File: src/rtl/serial_sub_ctrl.sv
// Bit-serial subtractor controller: diff = a - b - bin, one bit per clock through a single full-subtractor cell.
// Optional signed-overflow flag is built only when SERIAL_SUB_OVF_EN is defined.
module serial_sub_ctrl #(
  parameter int WIDTH = 8
) (
  input  logic             clk,
  input  logic             rst,
  input  logic             start,
  input  logic [WIDTH-1:0] a,
  input  logic [WIDTH-1:0] b,
  input  logic             bin,
  output logic             busy,
  output logic             done,
  output logic [WIDTH-1:0] diff,
  output logic             bout,
  output logic             ovf
);

  localparam int CNT_W = (WIDTH < 2) ? 1 : $clog2(WIDTH + 1);

  typedef enum logic [1:0] {
    IDLE = 2'd0,
    RUN  = 2'd1,
    DONE = 2'd2
  } state_t;

  state_t           state_q, state_d;
  logic [CNT_W-1:0] cnt_q, cnt_d;
  logic [WIDTH-1:0] a_q, a_d, b_q, b_d, diff_q, diff_d;
  logic             brw_q, brw_d;
  logic             bout_q, bout_d;
  logic             busy_q, busy_d;
  logic             done_q, done_d;

  logic [WIDTH-1:0] a_sh, b_sh, bit_mask;
  logic             x_bit, y_bit, d_bit, bo_bit, last_bit;

  // Full-subtractor cell on the bit selected by cnt_q
  always_comb begin
    a_sh     = a_q >> cnt_q;
    b_sh     = b_q >> cnt_q;
    x_bit    = a_sh[0];
    y_bit    = b_sh[0];
    d_bit    = x_bit ^ y_bit ^ brw_q;
    bo_bit   = (~x_bit & y_bit) | (~x_bit & brw_q) | (y_bit & brw_q);
    bit_mask = WIDTH'(1) << cnt_q;
    last_bit = (state_q == RUN) && (cnt_q == CNT_W'(WIDTH - 1));
  end

  always_comb begin
    state_d = state_q;
    cnt_d   = cnt_q;
    a_d     = a_q;
    b_d     = b_q;
    brw_d   = brw_q;
    diff_d  = diff_q;
    bout_d  = bout_q;
    case (state_q)
      IDLE: begin
        if (start) begin
          a_d     = a;
          b_d     = b;
          brw_d   = bin;
          cnt_d   = '0;
          state_d = RUN;
        end
      end
      RUN: begin
        diff_d = (diff_q & ~bit_mask) | (d_bit ? bit_mask : '0);
        brw_d  = bo_bit;
        if (last_bit) begin
          bout_d  = bo_bit;
          state_d = DONE;
        end else begin
          cnt_d = cnt_q + CNT_W'(1);
        end
      end
      DONE:    state_d = IDLE;
      default: state_d = IDLE;
    endcase
    busy_d = (state_d != IDLE);
    done_d = (state_d == DONE);
  end

  always_ff @(posedge clk) begin
    if (rst) begin
      state_q <= IDLE;
      cnt_q   <= '0;
      a_q     <= '0;
      b_q     <= '0;
      brw_q   <= 1'b0;
      diff_q  <= '0;
      bout_q  <= 1'b0;
      busy_q  <= 1'b0;
      done_q  <= 1'b0;
    end else begin
      state_q <= state_d;
      cnt_q   <= cnt_d;
      a_q     <= a_d;
      b_q     <= b_d;
      brw_q   <= brw_d;
      diff_q  <= diff_d;
      bout_q  <= bout_d;
      busy_q  <= busy_d;
      done_q  <= done_d;
    end
  end

`ifdef SERIAL_SUB_OVF_EN
  logic ovf_q, ovf_d;

  // Overflow uses the MSB difference bit being produced on the final edge
  always_comb begin
    ovf_d = ovf_q;
    if (last_bit)
      ovf_d = (a_q[WIDTH-1] ^ b_q[WIDTH-1]) & (d_bit ^ a_q[WIDTH-1]);
  end

  always_ff @(posedge clk) begin
    if (rst) ovf_q <= 1'b0;
    else     ovf_q <= ovf_d;
  end

  assign ovf = ovf_q;
`else
  assign ovf = 1'b0;
`endif

  assign busy = busy_q;
  assign done = done_q;
  assign diff = diff_q;
  assign bout = bout_q;

endmodule

File: config.mk
export PLATFORM = sky130hd
export DESIGN_NAME = serial_sub_ctrl
export DESIGN_NICKNAME = d
export VERILOG_FILES = /design/src/rtl/serial_sub_ctrl.sv
export SDC_FILE = /design/constraint.sdc
export NUM_CORES = 1
export LEC_CHECK = 0
export BUFFER_PORTS_ARGS = -buffer_cell sky130_fd_sc_hd__buf_2
export CORE_UTILIZATION = 40
export DETAILED_ROUTE_END_ITERATION = 8
export MAX_ROUTING_LAYER = met4
export PLACE_DENSITY = 0.72
export RECOVER_POWER = 100
export SLEW_MARGIN = 20
export SYNTH_ARGS = -nofsm -noshare
export SYNTH_HDL_FRONTEND = slang
export SYNTH_SLANG_ARGS = --single-unit
File: constraint.sdc
create_clock -name clk -period 2.9 [get_ports clk]
set_input_delay 0.29 -clock clk [delete_from_list [all_inputs] [get_ports clk]]
set_output_delay 0.29 -clock clk [all_outputs]
set_load 0.1 [all_outputs]
==> out/summary.txt <==
EDFF count, synth: 0
total grt overflow: 0
Worst Hold Slack: 229 ps
drt drc: 0
hold path depth: 3
combinational group share of total power: 10.9%
CTS Buf Count: 5
flops & latches, synth: 34
fin worst setup slack: 636 ps
Netlist cell types: 36
Clock Latency Late Sink: 290 ps
Die H: 64.6 microns
initial DRC count: 89
die width: 64.6 microns
TritonCTS clock tree: done
maximum vdd drop: 0.310 mV
Crit. End Element: register
worst reg2reg setup slack: 640 ps
die area: 4170 sq um
first-pass GRT wire length: 5150 microns
core area: 3720 sq um
Global Route Usage Sum: 16.9%
worst hold path startpoint: b[2]
cts repair resizes: 0
RSZ-0062 raised after global routing: false
Final Critical Period: 2260 ps
violated checks: max-capacitance violations, max-slew violations
CTS hold repair buffers: 0
CTS Sinks: 34
area of the multi-input gates: 776 sq um
Vias: 1253
fin cells: 245
gp weighted congestion: 0.811
Post-DRT Antenna Nets: 0
internal power: 0.895 mW
hpwl dp: 2080 microns
required time worst endpoint: 3050 ps
crit share post-route: 78.1%
wire length per cell: 12.2 microns
crit path max fanout: 8
Least-Margin Pin Slew: 1800 ps
outcome: complete, but fails checks
Root Buffer Master: clkbuf_8
Power Density: 638 nW/um^2
critical path launch point type: register
# port buffers: 30
ys async rst share: 0%
H-tree depth: 2
Max Fclk: 442 MHz
initial antenna violation count: 0
Psw: 0.270 mW
nets@finish: 223
drt pass-1 iters: 5
area leader, netlist: dfxtp_1
Setup Skew: 6.45 ps
synthesized area: 1570 sq um
Post-synth top cells: nand2_1, dfxtp_1, a21oi_1, clkbuf_1
Post-CTS Setup Inserts: 0
Starting Density: 42.2%
post-synth top area share: 43.4%
Reg power frac: 42.9%
Synth warnings: 0
top cells by area, synth: dfxtp_1, a21oi_1, nand2_1
Switching Share: 23.2%
main flop type after synthesis: dfxtp_1
synthesized area per cell: 9.11 sq um
# diodes: 0
Finish-stage setup viols: 0
Setup crit start: cnt_q[0]
Mapped Cells: 172
setup_tns: 0 ps
dpl cells: 237
# fillers: 380
CTS clk-pin slew, worst paths: 70 ps
Leak: 0.681 nW
largest net degree at the start of global routing: 35
max-cap viol count: 1
Worst Path Class, Setup: register to register
Final Cell Area: 1830 sq um
num ports: 32
Critical Path AT: 2420 ps
sequential share of the synthesized area: 43.4%
Worst slew margin: -20.5%
share of layout cells above drive strength 1: 18.8%
most common cell in the netlist: nand2_1
Clk pwr share: 46.2%
vias per cell: 5.11
Final Hold Viols: 0
R2R cell count: 7
Reg area: 681 sq um
placed cell area: 1710 sq um
reg2reg start: cnt_q[0]
num rows: 22
number of global-route vias before repair: 1150
Setup WS pre-CTS: 723 ps
Detailed Route WL: 2990 microns
syn nets: 199
Area growth, synth to finish: 16.4%
max-slew violation count: 18
Max clock buf depth: 2
Tightest Hold Check Type: input port to register
[worst min path at each step]
| stage | slack (ps) | end |
|---|---|---|
| after global placement | 440 | a_q[4] |
| after detailed placement | 450 | b_q[0] |
| after CTS | 220 | a_q[5] |
| after global routing | 240 | b_q[6] |
| after floorplan | 430 | a_q[0] |
| final | 230 | b_q[2] |
[cell type report]
cell class              count  share of cell area, %
clock buffers               6                   4.52
clock inverters             2                   3.29
inverters                   5                   1.03
multi-input cells         118                   42.5
flip-flops and latches     34                   37.3
well taps                  48                   3.29
repair buffers             32                   8.09
[cells in the final DEF, fill, tap and decap left out, drive strengths merged, types with 2 or more instances in the layout]
cell type  count
ha             6
a311oi         5
a31oi          3
or4            2
nor3b          3
o21ai          4
dfxtp         34
and4           3
a21oi         28
buf           20
nor3           6
mux4           4
clkbuf        18
nand3          2
inv            5
bufinv         2
nand2         36
[through the flow]
step                      total power, mW  util, %
final                                1.17     49.1
after global routing                 1.21     49.1
after CTS                            1.18     49.8
after detailed placement            0.640     46.0
after global placement              0.638     46.0
after floorplan                     0.607        -
[worst max-delay path, cell delays in order, from the launching register on]
cell and delay, ps:
dfxtp_1 430, clkbuf_1 290, mux4_2 340, nand2_1 80, a21oi_1 70, fa_1 640, and4_1 230, nor3_1 40
[cells by family (layout without fill, tap and decap cells)]
| group | after synthesis | in the layout | synth area share [%] |
|---|---|---|---|
| DFF | 34 | 34 | 43.4 |
| adders and majority gates | 7 | 7 | 6.07 |
| muxes | 4 | 4 | 5.75 |
| and+or+nand+nor | 61 | 61 | 21.1 |
| buffers and inverters | 20 | 45 | 6.54 |
| AOI/OAI and AO/OA | 45 | 45 | 16.9 |
| other | 1 | 1 | 0.239 |
[routing by layer]
metal / vias to the layer above / wire (microns) / share of wire [%] / GRT usage (%)
li1: 653 / - / - / -
met1: 563 / 1480 / 49 / 20.3
met2: 28 / 1310 / 44 / 25.3
met3: 9 / 145 / 4.9 / 4.75
met4: 0 / 57 / 1.9 / 10.0
met5: - / 0 / 0 / -
[power groups by stage]
stage                     clock, mW  sequential [mW]  combinational, mW
after floorplan                   0            0.527             0.0803
after global placement            0            0.511              0.127
after detailed placement          0            0.511              0.129
after CTS                     0.548            0.500              0.129
after global routing          0.568            0.502              0.141
final                         0.539            0.500              0.127
Note: power is estimated with default switching activity, not from simulation.
